File: src/rtl/mpu_event_bridge.sv
// Fabric-side endpoint of the HPS MPU event interface: SEV wake with retry, CPU event capture.
// Optional build macro MPU_EVT_TIMESTAMP_EN adds a free-running cycle timestamp on evt_ts.
module mpu_event_bridge #(
  parameter int PULSE_W     = 4,
  parameter int RETRY_CYC   = 1024,
  parameter int MAX_RETRY   = 3,
  parameter int SYNC_STAGES = 2,
  parameter int CNT_W       = 16
) (
  input  logic             clk_clk,
  input  logic             reset_reset_n,
  input  logic             evento,
  input  logic [1:0]       standbywfe,
  input  logic [1:0]       standbywfi,
  output logic             eventi,
  input  logic             sev_req,
  output logic             sev_busy,
  output logic             sev_ack,
  output logic             sev_fail,
  output logic             evt_pulse,
  output logic [CNT_W-1:0] evt_count,
  input  logic             evt_count_clr,
  output logic             wfe_any,
  output logic             wfi_all,
  output logic [31:0]      evt_ts,
  output logic [1:0]       fsm_state_o
);

  localparam int PW = (PULSE_W > 1) ? $clog2(PULSE_W) : 1;
  localparam int TW = $clog2(RETRY_CYC);
  localparam int RW = (MAX_RETRY > 0) ? $clog2(MAX_RETRY + 1) : 1;

  typedef enum logic [1:0] {S_IDLE = 2'd0, S_PULSE = 2'd1, S_WAIT = 2'd2} state_t;

  logic [SYNC_STAGES-1:0]      evt_sync_q;
  logic [SYNC_STAGES-1:0][1:0] wfe_sync_q;
  logic [SYNC_STAGES-1:0][1:0] wfi_sync_q;
  logic                        evt_prev_q, evt_pulse_q, wfe_any_q, wfi_all_q;
  logic [CNT_W-1:0]            evt_count_q, evt_count_d;
  logic                        evt_rise;
  logic [1:0]                  wfe_synced;

  state_t          state_q;
  logic            pend_q, eventi_q, ack_q, fail_q;
  logic [PW-1:0]   pulse_cnt_q;
  logic [TW-1:0]   timer_q;
  logic [RW-1:0]   retry_q;

  assign evt_rise   = evt_sync_q[SYNC_STAGES-1] & ~evt_prev_q;
  assign wfe_synced = wfe_sync_q[SYNC_STAGES-1];

  always_ff @(posedge clk_clk) begin
    if (!reset_reset_n) begin
      evt_sync_q  <= '0;
      wfe_sync_q  <= '0;
      wfi_sync_q  <= '0;
      evt_prev_q  <= 1'b0;
      evt_pulse_q <= 1'b0;
      wfe_any_q   <= 1'b0;
      wfi_all_q   <= 1'b0;
      evt_count_q <= '0;
    end else begin
      evt_sync_q  <= {evt_sync_q[SYNC_STAGES-2:0], evento};
      wfe_sync_q  <= {wfe_sync_q[SYNC_STAGES-2:0], standbywfe};
      wfi_sync_q  <= {wfi_sync_q[SYNC_STAGES-2:0], standbywfi};
      evt_prev_q  <= evt_sync_q[SYNC_STAGES-1];
      evt_pulse_q <= evt_rise;
      wfe_any_q   <= |wfe_synced;
      wfi_all_q   <= &wfi_sync_q[SYNC_STAGES-1];
      evt_count_q <= evt_count_d;
    end
  end

  // Clear wins over the count, but a pulse in the clear cycle is still counted.
  always_comb begin
    evt_count_d = evt_count_q;
    if (evt_count_clr)
      evt_count_d = evt_pulse_q ? CNT_W'(1) : '0;
    else if (evt_pulse_q && (evt_count_q != '1))
      evt_count_d = evt_count_q + 1'b1;
  end

  // Handshake: sev_req is a 1-cycle strobe captured into a one-deep pending flag;
  // each launched request ends in exactly one sev_ack or sev_fail strobe.
  always_ff @(posedge clk_clk) begin
    if (!reset_reset_n) begin
      state_q     <= S_IDLE;
      pend_q      <= 1'b0;
      pulse_cnt_q <= '0;
      timer_q     <= '0;
      retry_q     <= '0;
      eventi_q    <= 1'b0;
      ack_q       <= 1'b0;
      fail_q      <= 1'b0;
    end else begin
      ack_q  <= 1'b0;
      fail_q <= 1'b0;
      pend_q <= pend_q | sev_req;
      case (state_q)
        S_IDLE: begin
          if (pend_q || sev_req) begin
            pend_q      <= 1'b0;
            pulse_cnt_q <= PW'(PULSE_W - 1);
            retry_q     <= '0;
            eventi_q    <= 1'b1;
            state_q     <= S_PULSE;
          end
        end
        S_PULSE: begin
          if (pulse_cnt_q == '0) begin
            timer_q  <= '0;
            eventi_q <= 1'b0;
            state_q  <= S_WAIT;
          end else begin
            pulse_cnt_q <= pulse_cnt_q - 1'b1;
          end
        end
        S_WAIT: begin
          if (wfe_synced == 2'b00) begin
            ack_q   <= 1'b1;
            state_q <= S_IDLE;
          end else if (timer_q == TW'(RETRY_CYC - 1)) begin
            if (retry_q < RW'(MAX_RETRY)) begin
              retry_q     <= retry_q + 1'b1;
              pulse_cnt_q <= PW'(PULSE_W - 1);
              eventi_q    <= 1'b1;
              state_q     <= S_PULSE;
            end else begin
              fail_q  <= 1'b1;
              state_q <= S_IDLE;
            end
          end else begin
            timer_q <= timer_q + 1'b1;
          end
        end
        default: state_q <= S_IDLE;
      endcase
    end
  end

`ifdef MPU_EVT_TIMESTAMP_EN
  logic [31:0] ts_cnt_q, evt_ts_q;
  // Loads the counter value that is current while evt_pulse is high.
  always_ff @(posedge clk_clk) begin
    if (!reset_reset_n) begin
      ts_cnt_q <= '0;
      evt_ts_q <= '0;
    end else begin
      ts_cnt_q <= ts_cnt_q + 32'd1;
      if (evt_rise) evt_ts_q <= ts_cnt_q + 32'd1;
    end
  end
  assign evt_ts = evt_ts_q;
`else
  assign evt_ts = '0;
`endif

  assign eventi      = eventi_q;
  assign sev_busy    = (state_q != S_IDLE) | pend_q;
  assign sev_ack     = ack_q;
  assign sev_fail    = fail_q;
  assign evt_pulse   = evt_pulse_q;
  assign evt_count   = evt_count_q;
  assign wfe_any     = wfe_any_q;
  assign wfi_all     = wfi_all_q;
  assign fsm_state_o = state_q;

endmodule
File: config.mk
export PLATFORM = sky130hd
export DESIGN_NAME = mpu_event_bridge
export DESIGN_NICKNAME = d
export VERILOG_FILES = /design/src/rtl/mpu_event_bridge.sv
export SDC_FILE = /design/constraint.sdc
export NUM_CORES = 1
export LEC_CHECK = 0
export CORE_ASPECT_RATIO = 0.75
export CORE_MARGIN = 3
export CORE_UTILIZATION = 40
export DETAILED_ROUTE_END_ITERATION = 16
export PLACE_DENSITY = 0.68
export RECOVER_POWER = 50
export SLEW_MARGIN = 20
export SYNTH_ARGS = -nofsm -noshare
export SYNTH_HDL_FRONTEND = slang
export SYNTH_SLANG_ARGS = --single-unit
File: constraint.sdc
create_clock -name clk_clk -period 4.3 [get_ports clk_clk]
set_clock_uncertainty 0.15 [all_clocks]
set_input_delay 0.86 -clock clk_clk [delete_from_list [all_inputs] [get_ports clk_clk]]
set_output_delay 0.86 -clock clk_clk [all_outputs]
set_load 0.01 [all_outputs]
==> flow_metrics.env <==
export IMPL_grt_pass1_wl_um=7990
export IMPL_synthArstFlopShare=0
export IMPL_holdPathStages=1
export IMPL_min_to="evt_pulse"
export IMPL_yosysSeqAreaShare=0.406
export IMPL_worst_path_max_delay_cell="or4_1"
export IMPL_critPathArrivalTime_ns=2.72
export IMPL_yosysWarnings=0
export IMPL_path_clk_slew_ns=0.09
export IMPL_synth_area_leaders="dfxtp_1, buf_4, and2_1"
export IMPL_wl_per_cell_um=12.4
export IMPL_path_class="primary input to flop"
export IMPL_cp_required_ns=4.40
export IMPL_endpoint_kind="flop"
export IMPL_tightest_slew_ns=1.04
export IMPL_rsz0062_at_grt="no"
export IMPL_critPathMaxStageDelay_ns=0.58
export IMPL_path_cells="dlygate4sd3_1 -> buf_4 -> nand2b_1 -> or4_1 -> nand2_1"
export IMPL_period_share=0.610
export IMPL_cts_max_level=2
export IMPL_whs_ns=0.255
export IMPL_power_per_cell_area_nw_per_um2=363
export IMPL_gp_congestion=0.803
export IMPL_core_area_um2=5890
export IMPL_synth_edff_count=0
export IMPL_clkLatencyLatePin_ns=0.30
export IMPL_finalSetupTns_ns=0
export IMPL_synthCells=279
export IMPL_post_cts_resized=0
export IMPL_postCtsSetupBuffers=0
export IMPL_clk_path_buf_depth=2
export IMPL_max_slew_margin_rel=0.303
export IMPL_ys_ff_latch=50
export IMPL_antenna_cells=0
export IMPL_clock_sinks=50
export IMPL_drt_iter0_drc=136
export IMPL_drv_cap=0
export IMPL_yosysTopAreaCell="dfxtp_1"
export IMPL_synth_distinct_cells=48
export IMPL_synth_area_per_cell_um2=8.83
export IMPL_vias_per_cell=5.02
export IMPL_io_buffers=33
export IMPL_syn_area_um2=2460
export IMPL_worst_hold_path_type="flop to flop"
export IMPL_nets=325
export IMPL_run_status="finished, final reports clean"
export IMPL_wl_um=4860
export IMPL_drt_pre_antenna_iters=4
export IMPL_dieArea_um2=7150
export IMPL_root_buffer="clkbuf_8"
export IMPL_synth_common_cells="dfxtp_1, buf_4, nor2_1, nand2_1"
export IMPL_path_max_fanout=39
export IMPL_hold_violations=0
export IMPL_synth_top_area_frac=0.406
export IMPL_slew_viol_final=0
export IMPL_ff2ff_setup_slack_ns=1.76
export IMPL_cts_tree="built"
export IMPL_timing_rr_start="timer_q[0]"
export IMPL_hpwl_um=3510
export IMPL_start_util=0.419
export IMPL_place_area_um2=2740
export IMPL_r2r_end="timer_q[9]"
export IMPL_die_h_um=74.0
export IMPL_grt_max_degree=40
export IMPL_rr_worst_depth=6
export IMPL_fmax_mhz=381
export IMPL_num_io_pins=66
export IMPL_p_leak_uw=0.00104
export IMPL_setup_viol=0
export IMPL_ir_drop_uv=205
export IMPL_cts_made_buffers=5
export IMPL_hold_start="evt_prev_q"
export IMPL_yosysMostFrequentCell="dfxtp_1"
export IMPL_grt_pass1_vias=1710
export IMPL_ys_flop_type="dfxtp_1"
export IMPL_final_antenna_net_count=0
export IMPL_drive_above_1_share=0.0511
export IMPL_final_area_um2=2800
export IMPL_area_growth_pct=13.7
export IMPL_rows=24
export IMPL_antenna_found_initial=0
export IMPL_drc_errors=0
export IMPL_dieWidth_um=96.6
export IMPL_grt_util_all_layers=0.134
export IMPL_layout_min_cycle_time_ns=2.62
export IMPL_setup_worst_path_start_class="primary input"
export IMPL_cts_hold_buf=0
export IMPL_grt_overflow_total=0
export IMPL_vias=1964
[per-stage QoR]
step / power, uW / setup slack (ns) / utilization / std cells
4_1_cts: 1030 / 1.71 / 0.480 / 391
3_5_place_dp: 763 / 1.44 / 0.465 / 383
5_1_grt: 1080 / 1.55 / 0.476 / 391
2_1_floorplan: 703 / 2.42 / - / 310
6_report: 1020 / 1.68 / 0.476 / 391
3_3_place_gp: 757 / 1.47 / 0.465 / 383
[logic make-up after synthesis]
family	count (synthesis)	synth area share
XOR/XNOR	11	0.0391
other	1	0.00152
adder cells (fa/ha/maj)	4	0.0203
flip-flops	50	0.406
AND/OR/NAND/NOR	122	0.281
buffers and inverters	45	0.122
multiplexers	1	0.00406
AO/OA/AOI/OAI	45	0.126
[per-layer routing]
layer | vias to the layer above | GRT usage | share of wire
met3 | 2 | 0.0291 | 0.058
li1 | 981 | - | -
met5 | - | 0 | 0
met4 | 0 | 0.0374 | 0.0051
met1 | 912 | 0.196 | 0.51
met2 | 69 | 0.200 | 0.43
[critical path, delay by kind of cell]
family / cells / cell delay [ns]
buffers and inverters: 2 / 0.84
AND/OR/NAND/NOR: 3 / 1.02
[worst max-delay path by stage]
stage,from,slack [ns],to,cells past startpoint
2_1_floorplan,sev_req,2.42,pulse_cnt_q[0],5
3_3_place_gp,reset_reset_n,1.47,evt_count[2],5
3_5_place_dp,reset_reset_n,1.44,evt_count[2],5
4_1_cts,fsm_state_o[1],1.71,sev_busy,2
5_1_grt,reset_reset_n,1.55,evt_count[2],5
6_report,reset_reset_n,1.68,evt_count[2],5
[layout by cell type (no fill, tap or decap), types with 3 or more instances in the layout]
| cell type | instances |
|---|---|
| inv_1 | 6 |
| nand2_1 | 18 |
| dfxtp_1 | 50 |
| a21boi_0 | 5 |
| nor2_1 | 20 |
| ha_1 | 4 |
| nor3_1 | 8 |
| nand4_1 | 5 |
| dlygate4sd3_1 | 6 |
| and2_1 | 12 |
| conb_1 | 32 |
| a21oi_1 | 8 |
| o21ai_0 | 11 |
| a31oi_1 | 4 |
| and3_1 | 6 |
| clkbuf_8 | 5 |
| xnor2_1 | 11 |
| nor2b_1 | 6 |
| nand3_1 | 17 |
| clkdlybuf4s50_1 | 27 |
| and2_0 | 4 |
| and4_1 | 4 |
| nor4_1 | 7 |
| nand3b_1 | 3 |
[cell type report]
cell class	instances	area, um^2
repair buffers	34	338
well taps	78	97.6
fillers	581	3080
flip-flops and latches	50	1000
clock buffers	6	72.6
inverters	6	22.5
clock inverters	2	13.8
multi-input cells	215	1260
[state kept, by name (all words and copies together) (netlist names)]
name / cells
wfe_any: 1
timer_q: 10
wfe_synced: 2
wfi_all: 1
evt_count: 16
sev_ack: 1
wfi_sync_q: 4
sev_fail: 1
evt_prev_q: 1
pulse_cnt_q: 2
evt_sync_q: 2
eventi: 1
retry_q: 2
evt_pulse: 1
wfe_sync_q: 2
fsm_state_o: 2
pend_q: 1
[power breakdown]
group / switching (uW) / internal (uW)
combinational: 127 / 103
sequential: 25.7 / 493
clock: 153 / 115
No activity file was read; power rests on OpenSTA's default activity.
